## config.mk

```make
export PLATFORM = sky130hd
export DESIGN_NAME = l2_response_serializer
export DESIGN_NICKNAME = d
export VERILOG_FILES = /design/src/rtl/l2_response_serializer.sv
export SDC_FILE = /design/constraint.sdc
export NUM_CORES = 2
export LEC_CHECK = 0
export BUFFER_PORTS_ARGS = -buffer_cell sky130_fd_sc_hd__buf_4
export CAP_MARGIN = 20
export CORE_MARGIN = 1
export CORE_UTILIZATION = 45
export CTS_CLUSTER_SIZE = 25
export DETAILED_ROUTE_END_ITERATION = 10
export PLACE_DENSITY = 0.61
export SLEW_MARGIN = 20
export SYNTH_ARGS = -nofsm -noshare
export SYNTH_HDL_FRONTEND = slang
export SYNTH_SLANG_ARGS = --single-unit
export TNS_END_PERCENT = 20
```

## constraint.sdc

```tcl
create_clock -name clk -period 41.7 [get_ports clk]
set_input_delay 4.17 -clock clk [delete_from_list [all_inputs] [get_ports clk]]
set_output_delay 4.17 -clock clk [all_outputs]
set_load 0.02 [all_outputs]
```

## src/rtl/l2_response_serializer.sv

```systemverilog
// L2 response serializer: buffers complete L2 response packets in a small
// FIFO and streams each one to the interconnect as 128-bit beats.

package l2rsp_pkg;
  localparam int CACHE_LINE_BYTES = 64;
  localparam int CORE_BITS        = 2;
  localparam int ID_BITS          = 2;
  localparam int ADDR_BITS        = 26;

  typedef enum logic [1:0] {
    L2RSP_LOAD_ACK  = 2'd0,
    L2RSP_STORE_ACK = 2'd1,
    L2RSP_FLUSH_ACK = 2'd2
  } l2rsp_type_t;

  typedef struct packed {
    logic                          valid;
    logic                          status;
    logic [CORE_BITS-1:0]          core;
    logic [ID_BITS-1:0]            id;
    l2rsp_type_t                   packet_type;
    logic                          cache_type;
    logic [CACHE_LINE_BYTES*8-1:0] data;
    logic [ADDR_BITS-1:0]          address;
  } l2rsp_packet_t;
endpackage

// state | meaning
// IDLE  | FIFO empty, nothing on the output
// SEND  | head packet presented beat by beat, beat_q selects the slice
module l2_response_serializer
  import l2rsp_pkg::*;
#(
  parameter int FIFO_DEPTH = 4,
  parameter int AF_FREE    = 2,
  parameter int BEAT_BITS  = 128,
  localparam int BEATS     = CACHE_LINE_BYTES * 8 / BEAT_BITS,
  localparam int BEAT_W    = $clog2(BEATS),
  localparam int PTR_W     = $clog2(FIFO_DEPTH),
  localparam int CNT_W     = PTR_W + 1
) (
  input  logic                  clk,
  input  logic                  reset,
  input  l2rsp_packet_t         l2_response,
  output logic                  l2s_almost_full,
  output logic                  l2s_overflow,
  output logic                  rsp_valid,
  input  logic                  rsp_ready,
  output logic [CORE_BITS-1:0]  rsp_core,
  output logic [ID_BITS-1:0]    rsp_id,
  output l2rsp_type_t           rsp_packet_type,
  output logic                  rsp_cache_type,
  output logic                  rsp_status,
  output logic [ADDR_BITS-1:0]  rsp_address,
  output logic [BEAT_BITS-1:0]  rsp_data,
  output logic [BEAT_W-1:0]     rsp_beat,
  output logic                  rsp_last
);

  typedef enum logic {IDLE = 1'b0, SEND = 1'b1} state_t;

  state_t              state_q, state_d;
  logic [CNT_W-1:0]    count_q, count_d;
  logic [PTR_W-1:0]    wr_ptr_q, wr_ptr_d;
  logic [PTR_W-1:0]    rd_ptr_q, rd_ptr_d;
  logic [BEAT_W-1:0]   beat_q, beat_d;
  logic                overflow_q, overflow_d;
  l2rsp_packet_t       mem_q [FIFO_DEPTH];
  l2rsp_packet_t       mem_d [FIFO_DEPTH];

  l2rsp_packet_t       head;
  logic                head_flush, head_last, live, hs, pop, push, full;

  // Head decode and handshake qualification; live is only true while an
  // entry written by a valid push sits at the head.
  always_comb begin
    head       = mem_q[rd_ptr_q];
    head_flush = (head.packet_type == L2RSP_FLUSH_ACK);
    head_last  = head_flush || (beat_q == BEAT_W'(BEATS - 1));
    live       = (state_q == SEND) && head.valid;
    hs         = live && rsp_ready;
    pop        = hs && head_last;
    full       = (count_q == CNT_W'(FIFO_DEPTH));
    // A pop at full frees the slot in the same cycle, so the push still fits.
    push       = l2_response.valid && (!full || pop);
  end

  // Next-state for FIFO bookkeeping, beat counter, overflow flag and FSM.
  always_comb begin
    count_d    = count_q;
    wr_ptr_d   = wr_ptr_q;
    rd_ptr_d   = rd_ptr_q;
    beat_d     = beat_q;
    overflow_d = overflow_q;
    state_d    = state_q;
    mem_d      = mem_q;

    if (push) begin
      mem_d[wr_ptr_q] = l2_response;
      wr_ptr_d        = wr_ptr_q + 1'b1;
    end
    if (pop) rd_ptr_d = rd_ptr_q + 1'b1;

    unique case ({push, pop})
      2'b10:   count_d = count_q + 1'b1;
      2'b01:   count_d = count_q - 1'b1;
      default: count_d = count_q;
    endcase

    if (hs) beat_d = head_last ? '0 : beat_q + 1'b1;
    if (l2_response.valid && !push) overflow_d = 1'b1;

    unique case (state_q)
      IDLE:    if (push) state_d = SEND;
      SEND:    if (pop && (count_q == CNT_W'(1)) && !push) state_d = IDLE;
      default: state_d = IDLE;
    endcase
  end

  // Control registers; reset discards every buffered entry at once.
  always_ff @(posedge clk or posedge reset) begin
    if (reset) begin
      state_q    <= IDLE;
      count_q    <= '0;
      wr_ptr_q   <= '0;
      rd_ptr_q   <= '0;
      beat_q     <= '0;
      overflow_q <= 1'b0;
    end else begin
      state_q    <= state_d;
      count_q    <= count_d;
      wr_ptr_q   <= wr_ptr_d;
      rd_ptr_q   <= rd_ptr_d;
      beat_q     <= beat_d;
      overflow_q <= overflow_d;
    end
  end

  // Packet storage carries no reset; outputs are gated by live instead.
  always_ff @(posedge clk) begin
    mem_q <= mem_d;
  end

  // Outputs come only from registered head, beat counter and count.
  always_comb begin
    rsp_valid       = live;
    rsp_core        = live ? head.core        : '0;
    rsp_id          = live ? head.id          : '0;
    rsp_packet_type = live ? head.packet_type : L2RSP_LOAD_ACK;
    rsp_cache_type  = live ? head.cache_type  : 1'b0;
    rsp_status      = live ? head.status      : 1'b0;
    rsp_address     = live ? head.address     : '0;
    rsp_beat        = live ? beat_q           : '0;
    rsp_last        = live && head_last;
    rsp_data        = (live && !head_flush) ? head.data[beat_q*BEAT_BITS +: BEAT_BITS] : '0;
    l2s_overflow    = overflow_q;
    l2s_almost_full = (FIFO_DEPTH - int'(count_q)) <= AF_FREE;
  end

endmodule

```

# Word-level counts from Yosys, hierarchy flattened
# Index checks and enable logic that the tools add are counted.
[word_totals]
out_inout_bits = 168
input_bits = 550
reg_bits = 2199
wordCells = 93
[op_classes]
n_eq_ne = 6
bitwise = 3
magnitude_cmp = 4
n_reduce_logical = 16
n_addsub = 6
mux = 19
shift = 1
[op_table]
columns = ["op", "count"]
rows = [
  ["$bwmux 2188", 1],
  ["$mux 547", 3],
  ["$bmux 547 s2", 1],
  ["$demux 547 s2", 1],
  ["$shiftx 512x10->128", 1],
  ["$mux 128", 1],
  ["$mux 26", 1],
  ["$logic_and 1x1->1", 10],
  ["$mux 2", 5],
  ["$add 2x1->2 const B", 3],
  ["$eq 2x2->1 const B", 3],
  ["$ge 3x3->1 const B", 2],
  ["$not 2->3", 2],
  ["$pmux 3 s2", 1],
  ["$le 4x3->1 const B", 1],
  ["$mux 1", 4],
  ["$sub 3x3->4 const A", 1],
  ["$add 3x1->3 const B", 1],
  ["$eq 3x1->1 const B", 1],
  ["$eq 3x3->1 const B", 1],
  ["$logic_not 1->1", 3],
  ["$lt 3x1->1 const B", 1],
  ["$sub 3x1->3 const B", 1],
  ["$eq 2x1->1 const B", 1],
  ["4 further kinds", 5],
]

# Longest topological paths before layout
[logic_depth]
word_depth = 13
mapped_depth = 10
ltp_nobuf = 10

# Worst setup path after synthesis
# No wires, ideal clock.
[synth_timing]
path_type = "input-to-reg"
from = "input rsp_ready"
to = "register mem_q[0] in the netlist's numbering, enable pin"
setup_time_ps = 984
arrival_ps = 16940
path_stages = 4
path_slack_ps = 23776
t_required_ps = 40716
path_buffers = 1
path_cell_list = "and3_1 buf_6 o221a_4 and2_1"
[synth_via]
elab_chain_len = 4
[synth_lines]
columns = ["element", "line_no", "rtl"]
rows = [
  ["start: declaration", "48", "input logic rsp_ready,"],
  ["$logic_and 1x1->1", "81", "hs = live && rsp_ready;"],
  ["$logic_and 1x1->1", "82", "pop = hs && head_last;"],
  ["$logic_or 1x1->1", "85", "push = l2_response.valid && (!full || pop);"],
  ["$logic_and 1x1->1", "85", ""],
  ["end signal: assignment", "141", "mem_q <= mem_d;"],
  ["end: declaration", "68", "l2rsp_packet_t mem_q [FIFO_DEPTH];"],
]
# No other way between the ends.
# A chain may end at the register's enable or synchronous reset.

# Worst setup path in the final report
[layout_timing]
from = "register rd_ptr_q[0]"
to = "output rsp_data[54]"
[layout_via]
elab_chain_len = 8
word_cells_on_any_way = 10
classes_between = "eq/ne: 1; shift: 1; mux: 4; bitwise: 1; reduce/logical: 3"
[layout_lines]
columns = ["element", "line_no", "rtl"]
rows = [
  ["start: declaration", "65", "logic [PTR_W-1:0] rd_ptr_q, rd_ptr_d;"],
  ["start signal: assignment", "133", "rd_ptr_q <= rd_ptr_d;"],
  ["$not 2->3 (implied by the code) (*)", "77", "head = mem_q[rd_ptr_q];"],
  ["$bmux 547 s2 (*)", "77", ""],
  ["$mux 547 (implied by the code) (*) (2 in a row)", "77", ""],
  ["branches (longest 3 deep; another with $shiftx 512x10->128)", "--", ""],
  ["$mux 128 (*)", "155", "rsp_data = (live && !head_flush) ? head.data[beat_q*BEAT_BITS +: BEAT_BITS] : '0;"],
  ["end: declaration", "55", "output logic [BEAT_BITS-1:0] rsp_data,"],
]
# Mark *: on every way between the ends. The select of a mux whose other input is x is not followed.

==> qor.yml <==
outcome:
  run_status: "finished clean"
global_routing:
  overflow: 0
  antenna_found_initial: 69
  grt_max_degree: 148
  grt_pass1_wl_um: 275000
  grt_pass1_vias: 40534
  globalRouteTotalUtil: 0.205
clock_tree:
  clock_sinks: 2199
  clock_tree.htree_level_count: 4
  post-cts-setup-buffer-count: 0
  holdBufCountCts: 0
  cts-root-buf: "sky130_fd_sc_hd__clkbuf_16"
  clock_tree.buffer_depth: 3
  path_clk_slew_ns: 0.06
  cts_buffers: 220
  tritoncts: "yes"
  clk-insertion-delay-late_ns: 0.85
  cts.repair.resized: 0
route:
  wl_met2_um: 97800
  topRoutingLayerUsed: "met5"
  detailedRoute.firstPassIterationCount: 5
  drt-vias-per-instance: 5.66
  route.final.wire_length_um: 190000
  postRouteAntennaNets: 0
  avgRoutedWirePerCell_um: 27.8
  drt-initial-drc-count: 2803
  detailroute.via_count: 38631
  met3RoutedLength_um: 12100
  routedLengthMet1_um: 73400
  post_route_drc_violation_count: 0
worst_hold_path:
  hold_path.class: "register to register"
logic_synthesis:
  post_synth_main_area_contributors: "sky130_fd_sc_hd__edfxtp_1 80%, sky130_fd_sc_hd__mux4_2 15%, sky130_fd_sc_hd__a22oi_1 2.3%, sky130_fd_sc_hd__a21oi_1 0.79%, sky130_fd_sc_hd__buf_2 0.54%"
  post-synth-top-area-fraction: 0.797
  ys_seq_area_frac: 0.800
  synthDominantAreaCellType: "sky130_fd_sc_hd__edfxtp_1"
  postSynthCellCount: 3434
  ys_seq_elements: 2199
  synthesis.nets: 3995
  avgSynthCellArea_um2: 24.0
  total_of_warnings_raised_by_yosys: 0
  syn-cell-area_um2: 82500
  synthDistinctLibCells: 32
floorplanning:
  effective_utilization_at_floorplan: 0.455
  die-width_um: 430
  io-pin-count: 718
  placeableCoreArea_um2: 181000
  die_h_um: 430
  fp.dieArea_um2: 185000
  placementRows: 156
pwr:
  total_switching_power_uw: 2170
  peakVddDrop_mv: 0.0573
  power.leakage_uw: 0.0320
  share_seq_of_total_power: 0.428
  comb_power_share: 0.300
  power_report.internal_total_uw: 4960
  power.share.clock: 0.273
  power_switching_share: 0.304
  pd_cells_nw_per_um2: 72.9
timing:
  worst_slack_ns: 31.56
  rsz0062_at_grt: "no"
  period_share: 0.243
  timing.final.hold_violations: 0
  post_route_clock_skew_ns: 0.0323
  fin_tns_setup_ns: 0
  drv_slew: 0
  timing.fmax_ghz: 0.0986
  worst-slew-pin-transition_ns: 1.15
  fin_crit_ns: 10.14
  maxSlewHeadroom: 0.232
  hold_ws_ns: 0.467
  timing.final.setup_violations: 0
placement:
  dpl.hpwl_um: 110000
  place_inst: 6376
  placement.cell_area_um2: 90600
  number_of_buffer_cells_added_on_primary_ports: 717
  placement.setup.worst_slack_ns: 32.22
  routabilityCongestion: 0.753
finish:
  layout-drive-gt1-share: 0.371
  areaGrowthSynthToFinish_pct: 18.6
  most-common-layout-cells: "2188 x sky130_fd_sc_hd__edfxtp_1, 759 x sky130_fd_sc_hd__buf_4, 547 x sky130_fd_sc_hd__mux4_2"
  nNetsFinal: 4789
  fill_cells: 13721
  final_common_cell: "sky130_fd_sc_hd__edfxtp_1"
  layoutNonFillerInstCount: 6820
  finish.instance_area_um2: 97800
worst_setup_path:
  startpoint_type: "register"
  timing.critical_path.arrival_ns: 5.97
  path_max_fanout: 41
  criticalPathCategory: "register to output port"
  required_time_worst_endpoint_ns: 37.53
  setup.worst_path.end_class: "output port"
flow_run:
  drv_cap: 0
-- sequential cells by signal (all words and copies together) (netlist names) --
name / count
mem_q: 2188
count_q: 3
beat_q: 2
rd_ptr_q: 2
wr_ptr_q: 2
l2s_overflow: 1
state_q: 1
-- Yosys cell counts --
library cell,count
sky130_fd_sc_hd__o21ai_2,1
sky130_fd_sc_hd__buf_1,9
sky130_fd_sc_hd__o211ai_1,1
sky130_fd_sc_hd__and3_1,37
sky130_fd_sc_hd__buf_6,2
sky130_fd_sc_hd__ha_1,11
sky130_fd_sc_hd__a22oi_1,257
sky130_fd_sc_hd__buf_4,1
sky130_fd_sc_hd__nor4_1,1
sky130_fd_sc_hd__buf_2,89
sky130_fd_sc_hd__nand2b_1,3
sky130_fd_sc_hd__o221a_4,1
sky130_fd_sc_hd__dfrtp_1,11
sky130_fd_sc_hd__a21oi_1,130
sky130_fd_sc_hd__a21o_1,1
sky130_fd_sc_hd__o21ai_0,6
sky130_fd_sc_hd__a31o_2,1
sky130_fd_sc_hd__o2111a_1,1
sky130_fd_sc_hd__nor2_1,4
sky130_fd_sc_hd__mux4_2,547
sky130_fd_sc_hd__o22ai_1,1
sky130_fd_sc_hd__clkbuf_1,100
sky130_fd_sc_hd__and2_1,7
sky130_fd_sc_hd__nor2b_2,1
sky130_fd_sc_hd__nor2b_1,2
sky130_fd_sc_hd__xnor2_1,5
sky130_fd_sc_hd__inv_1,9
sky130_fd_sc_hd__nor4b_1,1
sky130_fd_sc_hd__nand3_1,2
sky130_fd_sc_hd__a311o_1,1
sky130_fd_sc_hd__edfxtp_1,2188
sky130_fd_sc_hd__nand2_1,3
-- power groups by stage --
| stage | clock network (uW) | logic, uW | registers [uW] |
|---|---|---|---|
| global route | 2070 | 2290 | 3080 |
| CTS | 1990 | 2190 | 3050 |
| detailed placement | 0 | 2180 | 3100 |
| floorplan | 0 | 1440 | 3340 |
| finish | 1940 | 2140 | 3050 |
| global placement | 0 | 2180 | 3080 |
-- metal layers --
metal	track usage	vias to the layer above
li1	-	16582
met1	0.257	20499
met2	0.337	1173
met3	0.0503	335
met4	0.0925	42
met5	0	-
-- worst max-delay path: stages, from the launching register on --
cell and delay, ns:
sky130_fd_sc_hd__dfrtp_4 0.82, sky130_fd_sc_hd__buf_4 0.78, sky130_fd_sc_hd__buf_4 0.77, sky130_fd_sc_hd__buf_4 0.64, sky130_fd_sc_hd__buf_4 0.74, sky130_fd_sc_hd__mux4_2 0.60
sky130_fd_sc_hd__a22oi_1 0.22, sky130_fd_sc_hd__a21oi_1 0.17, sky130_fd_sc_hd__buf_4 0.23
-- metrics by stage --
stage / total power (uW) / utilization
floorplan: 4780 / -
detailed placement: 5280 / 0.499
finish: 7130 / 0.539
CTS: 7230 / 0.539
global placement: 5260 / 0.499
global route: 7440 / 0.539
-- cell families (layout without fill, tap and decap cells) --
kind of cell / Yosys count / after routing / share of synthesized area
AOI/OAI and AO/OA: 401 / 401 / 0.0326
xor gates and xnor gates: 5 / 5 / 0.000531
adders and majority gates: 11 / 11 / 0.00167
buffers and inverters: 210 / 1186 / 0.0111
DFF: 2199 / 2199 / 0.800
muxes: 547 / 547 / 0.149
other: 0 / 40 / 0
and+or+nand+nor: 61 / 61 / 0.00445
-- layout make-up --
cell class / count / area [um2] / area share
Antenna cell: 40 / 100 / 0.00102
Clock buffer: 283 / 5900 / 0.0603
Clock inverter: 121 / 1250 / 0.0128
Inverter: 9 / 33.8 / 0.000345
Multi-Input combinational cell: 1025 / 15600 / 0.159
Sequential cell: 2199 / 66000 / 0.675
Tap cell: 2370 / 2970 / 0.0303
Timing Repair Buffer: 773 / 5980 / 0.0611
-- worst paths after layout --
path                       depth (start not counted)      endpoint  slack, ns          from
setup / recovery                                   8  rsp_data[54]      31.56   rd_ptr_q[0]
hold / removal                                     1  l2s_overflow       0.47  l2s_overflow
setup reg to reg                                   8    mem_q[923]      34.94   rd_ptr_q[1]
hold reg to reg                                    1  l2s_overflow       0.47  l2s_overflow
max in group asynchronous                          2   rd_ptr_q[1]      38.01         reset
min in group asynchronous                          2     beat_q[0]       3.34         reset
(Power assumes the default switching activity.)
